**config.mk**
```make
export PLATFORM = sky130hd
export DESIGN_NAME = one_of_n_route_lock
export DESIGN_NICKNAME = d
export VERILOG_FILES = /design/src/rtl/one_of_n_route_lock_pkg.sv /design/src/rtl/one_of_n_route_lock_one_of_n.sv /design/src/rtl/one_of_n_route_lock.sv
export SDC_FILE = /design/constraint.sdc
export NUM_CORES = 1
export LEC_CHECK = 0
export BUFFER_PORTS_ARGS = -buffer_cell sky130_fd_sc_hd__buf_4
export CORE_AREA = 2 2 156 158
export CTS_CLUSTER_DIAMETER = 40
export DETAILED_ROUTE_END_ITERATION = 8
export DIE_AREA = 0 0 158 160
export GPL_TIMING_DRIVEN = 0
export PLACE_DENSITY = 0.51
export SYNTH_ARGS = -nofsm -noshare
export SYNTH_HDL_FRONTEND = slang
export SYNTH_SLANG_ARGS = --single-unit
```
**constraint.sdc**
```tcl
create_clock -name clk -period 2.06 [get_ports clk]
set_input_delay 0.103 -clock clk [delete_from_list [all_inputs] [get_ports clk]]
set_output_delay 0.103 -clock clk [all_outputs]
set_load 0.01 [all_outputs]
```
**src/rtl/one_of_n_route_lock_pkg.sv**
```systemverilog
// Shared definitions for the one-of-N route-lock block.
//   state_t      : IDLE (no lock, next flit is a header) / BODY (lock held)
//   DEF_LEN_LSB  : default bit position of the payload-length field in a header
//   DEF_LEN_W    : default width of the payload-length field
package one_of_n_route_lock_pkg;

  typedef enum logic {
    ST_IDLE = 1'b0,
    ST_BODY = 1'b1
  } state_t;

  localparam int DEF_LEN_LSB = 22;
  localparam int DEF_LEN_W   = 8;

endpackage

```
**src/rtl/one_of_n_route_lock_one_of_n.sv**
```systemverilog
// Combinational one-of-N channel select.
//   sel      : channel index; values >= NUM_IN select nothing
//   data_in  : NUM_IN flits, channel i at [i*WIDTH +: WIDTH]
//   data_out : selected flit, all zeros when sel is out of range
module one_of_n #(
  parameter int WIDTH  = 64,
  parameter int NUM_IN = 5,
  parameter int SEL_W  = 3
) (
  input  logic [SEL_W-1:0]        sel,
  input  logic [NUM_IN*WIDTH-1:0] data_in,
  output logic [WIDTH-1:0]        data_out
);

  always_comb begin
    data_out = '0;
    for (int i = 0; i < NUM_IN; i++) begin
      if (sel == SEL_W'(i)) data_out = data_in[i*WIDTH +: WIDTH];
    end
  end

endmodule

```
**src/rtl/one_of_n_route_lock.sv**
```systemverilog
// One-of-N input router with wormhole packet lock.
// In IDLE the grant follows sel_in; a header transfer latches the grant and
// loads the remaining body-flit count from the header length field. In BODY
// the grant is fixed to the locked channel until the tail flit transfers.
// A single output register gives 1-cycle latency at full throughput.
//   clk, reset : clock, synchronous active-high reset
//   sel_in     : route-compute channel choice (used in IDLE only)
//   valid_in   : per-channel flit valid
//   data_in    : per-channel flits, channel i at [i*WIDTH +: WIDTH]
//   ready_in   : per-channel accept (only the granted channel can be high)
//   data_out   : registered output flit
//   valid_out  : data_out holds a flit
//   ready_out  : downstream accept
//   busy       : packet lock held (state BODY)
module one_of_n_route_lock
  import one_of_n_route_lock_pkg::*;
#(
  parameter int WIDTH   = 64,
  parameter int NUM_IN  = 5,
  parameter int SEL_W   = 3,
  parameter int LEN_LSB = DEF_LEN_LSB,
  parameter int LEN_W   = DEF_LEN_W
) (
  input  logic                    clk,
  input  logic                    reset,
  input  logic [SEL_W-1:0]        sel_in,
  input  logic [NUM_IN-1:0]       valid_in,
  input  logic [NUM_IN*WIDTH-1:0] data_in,
  output logic [NUM_IN-1:0]       ready_in,
  output logic [WIDTH-1:0]        data_out,
  output logic                    valid_out,
  input  logic                    ready_out,
  output logic                    busy
);

  state_t           state;
  logic [SEL_W-1:0] lock;
  logic [LEN_W-1:0] cnt;

  logic [SEL_W-1:0] grant;
  logic             can_load;
  logic             xfer;
  logic [WIDTH-1:0] flit;
  logic [LEN_W-1:0] hdr_len;

  assign grant    = (state == ST_IDLE) ? sel_in : lock;
  assign can_load = !valid_out || ready_out;

  // Out-of-range grant matches no channel, so the null select falls out of
  // the compare; reset forces ready low in the reset cycle itself.
  always_comb begin
    ready_in = '0;
    for (int i = 0; i < NUM_IN; i++) begin
      ready_in[i] = !reset && can_load && (grant == SEL_W'(i));
    end
  end

  assign xfer = |(valid_in & ready_in);

  one_of_n #(
    .WIDTH  (WIDTH),
    .NUM_IN (NUM_IN),
    .SEL_W  (SEL_W)
  ) u_sel (
    .sel      (grant),
    .data_in  (data_in),
    .data_out (flit)
  );

  assign hdr_len = flit[LEN_LSB +: LEN_W];
  assign busy    = (state == ST_BODY);

  always_ff @(posedge clk) begin
    if (reset) begin
      state     <= ST_IDLE;
      lock      <= '0;
      cnt       <= '0;
      valid_out <= 1'b0;
      data_out  <= '0;
    end else begin
      // Output register: reload on transfer, drain when downstream takes it.
      if (xfer) begin
        data_out  <= flit;
        valid_out <= 1'b1;
      end else if (ready_out) begin
        valid_out <= 1'b0;
      end

      case (state)
        ST_IDLE: begin
          if (xfer) begin
            lock <= grant;
            cnt  <= hdr_len;
            if (hdr_len != '0) state <= ST_BODY;
          end
        end
        ST_BODY: begin
          if (xfer) begin
            cnt <= cnt - 1'b1;
            if (cnt == LEN_W'(1)) state <= ST_IDLE;
          end
        end
        default: state <= ST_IDLE;
      endcase
    end
  end

endmodule

```
==> summary.txt <==
Worst setup path
  • Reg-to-reg slack, setup: -0.20 ns
  • Sum of buffers and inverters on the critical path: 3
  • CP dominant cell by count: buf_12
  • Slowest CP cell: dfxtp_4
  • Reg-to-Reg Start: busy
  • Worst EP required: 2.27 ns
  • Crit-path max cell delay: 0.37 ns
  • Crit Path Class: flip-flop to flip-flop
  • Crit path max-delay family: compound AO/OA/AOI/OAI gates
  • Crit-path max FO: 7
  • Crit. End Element: flip-flop
  • Worst Setup Start Kind: flip-flop
  • Cell breakdown of the critical path: and3b_2, a32o_2, a222oi_1, buf_4, a21o_4, buf_12, buf_12, nor2_4, o41ai_2, o21ai_1
  • Critical Path AT: 2.47 ns
  • RR Endpoint: busy
  • Reg2Reg Depth: 10

Clocking
  • # hold bufs at CTS: 0
  • Total CTS buffers: 9
  • Worst-path clk slew: 0.07 ns
  • Clock latency on the worst-skew pair: 0.34 ns
  • CTS tree: yes
  • CTS Sinks: 77
  • H-tree depth: 3
  • Clock Path Buffers: 2
  • CTS root buf: clkbuf_16

Detailed routing
  • Drt pass-1 iters: 5
  • ANT nets after route: 0
  • Wire per inst: 20.85 µm
  • Via count: 6808
  • DRC errors left: 0
  • Final WL: 29030 µm
  • Vias/cell: 4.891
  • DR iter-0 viols: 392

Die
  • # rows: 57
  • Die H: 160 µm
  • Die area: 25280 µm²
  • Starting Density: 0.2005
  • # IOs: 402
  • Die width: 158 µm
  • Core Box Area: 23820 µm²

Cells and area
  • Most frequent cells in the layout: buf_4, dfxtp_1, a21oi_1
  • Post-layout util: 0.4208
  • Final cell count without fillers: 1392
  • P&R area growth vs syn: 109.8%
  • Share of post-route cells with drive strength above 1: 0.6223
  • Design area: 10020 µm²
  • # fillers: 2497
  • Fin nets: 1395
  • Most common cell after layout, fill and taps aside: buf_4

STA
  • Final Cycle Share: 1.095
  • Fmax achieved: 443.1 MHz
  • Hold WS: 0.01482 ns
  • Worst Skew: 0.007949 ns
  • Max_slew headroom: 0.5504
  • Max Transition Viols Final: 0
  • Tmin final: 2.257 ns
  • RSZ-0062 raised after global routing: true
  • Final hold vios: 0
  • Worst Slack Setup Final: -0.1966 ns
  • Setup total negative slack: -7.563 ns
  • Worst Tran Pin Value: 0.6744 ns
  • # setup viols final: 80

Placement
  • Placed cell areas: 8209 µm²
  • Post-Place Worst Slack: -0.7918 ns
  • Placed Cells: 1336
  • I/O Buffers: 399
  • Placer Congestion: 0.8599
  • Post-DP HPWL: 22360 µm

Logic synthesis
  • Yosys reg bits: 77
  • Post-synth cell types: 43
  • Post-synth top area share: 0.3227
  • Yosys top cell by area: dfxtp_1
  • Mapped cell area: 4777 µm²
  • Cells after synthesis: 613
  • Syn. warnings: 0
  • Dominant cells by area after synthesis: dfxtp_1, a22oi_1, a211oi_1
  • Post-synthesis sequential area ratio: 0.3227
  • Synthesized area per cell: 7.793 µm²
  • Net Count, Synth: 946

Global route
  • GRT overflow: 0
  • Largest net degree at the start of global routing: 15
  • First-pass GRT wire length: 40460 µm
  • Vias in the first global route: 6891
  • Tot GR Track Use: 0.2137
  • Initial antenna violation count: 1

Power
  • P per Cell Area: 799.7 nW/µm²
  • Leak Pwr: 4.187 nW
  • Total Power: 8.017 mW
  • Maximum VDD drop: 375.5 µV

Run status
  • Status: complete, but fails checks
  • Failing checks: setup timing

Worst hold path
  • Hold Crit Start: data_in[297]
  • Worst hold path endpoint: data_out[41]
  • Tightest Hold Check Type: primary input to flip-flop
  • WHS Path Cells: 3

Run
  • Maximum capacitance violations: 0
## state kept, by name, indices dropped and copies added (netlist names)
signal / cells
data_out: 64
cnt: 8
lock: 3
busy: 1
valid_out: 1
## where the power goes
part           switching (mW)  internal [mW]  total (mW)
logic                    2.28           2.18        4.46
clock network           0.690          0.934        1.62
registers               0.183           1.75        1.93
## tightest hold or removal path: cells and delay by family
kind	cells	cell delay, ns
simple gates	1	0.08
buf+inv	1	0.08
compound gates	1	0.05
## cells in the mapped netlist (all sizes together)
cell type,n
a211oi,54
a311oi,9
o21ai,14
a222oi,16
nand4b,1
a2bb2oi,2
a22oi,62
nand2b,2
o32a,1
o22ai,50
a21o,1
mux2i,2
nor3,51
nand2,25
nand4,2
inv,6
ha,2
nor2b,7
buf,22
and2,1
o32ai,1
dfxtp,77
a22o,3
and3,4
clkbuf,45
o41ai,1
and3b,1
or3b,1
nor2,79
or3,2
a21oi,63
a21boi,1
a32oi,1
a32o,3
o211ai,1
## kinds of logic after synthesis
group / synth area share
adder cells (fa/ha/maj): 0.005238
multiplexers: 0.004191
AO/OA/AOI/OAI: 0.4120
flip-flops: 0.3227
buffers and inverters: 0.06443
AND/OR/NAND/NOR: 0.1915
## cell type report
| class | count | area, µm² | share of cell area |
|---|---|---|---|
| antenna | 1 | 2.502 | 0.0002496 |
| buffer | 66 | 646.9 | 0.06453 |
| clock buffer | 11 | 264.0 | 0.02634 |
| clock inverter | 5 | 38.79 | 0.003869 |
| inverter | 6 | 26.28 | 0.002621 |
| multi-input combinational | 463 | 3592 | 0.3583 |
| sequential | 77 | 1550 | 0.1546 |
| tap | 324 | 405.4 | 0.04044 |
| timing repair buffer | 439 | 3498 | 0.3490 |
## worst max path at each step
stage,cells after the start,slack [ns],from,to
6_report,10,-0.20,busy,busy
5_1_grt,9,-0.26,busy,busy
4_1_cts,9,-0.18,busy,busy
3_5_place_dp,8,-0.79,lock[2],data_out[49]
3_3_place_gp,8,-0.78,lock[2],data_out[49]
2_1_floorplan,9,0.0006,busy,busy
## routing by layer
| metal | track usage | part of all wire |
|---|---|---|
| met1 | 0.2620 | 0.42 |
| met2 | 0.3751 | 0.50 |
| met5 | 0 | 0 |
| met3 | 0.03989 | 0.056 |
| met4 | 0.06634 | 0.025 |
## what timing repair did
item / CTS / global route
setup endpoints to repair: 82 / 81
resized for setup: 112 / 177
hold endpoints to repair: 0 / 0
gates cloned: 2 / 8
setup buffers: 19 / 12
pin swaps: 18 / 29
No activity file was read; power rests on OpenSTA's default activity.
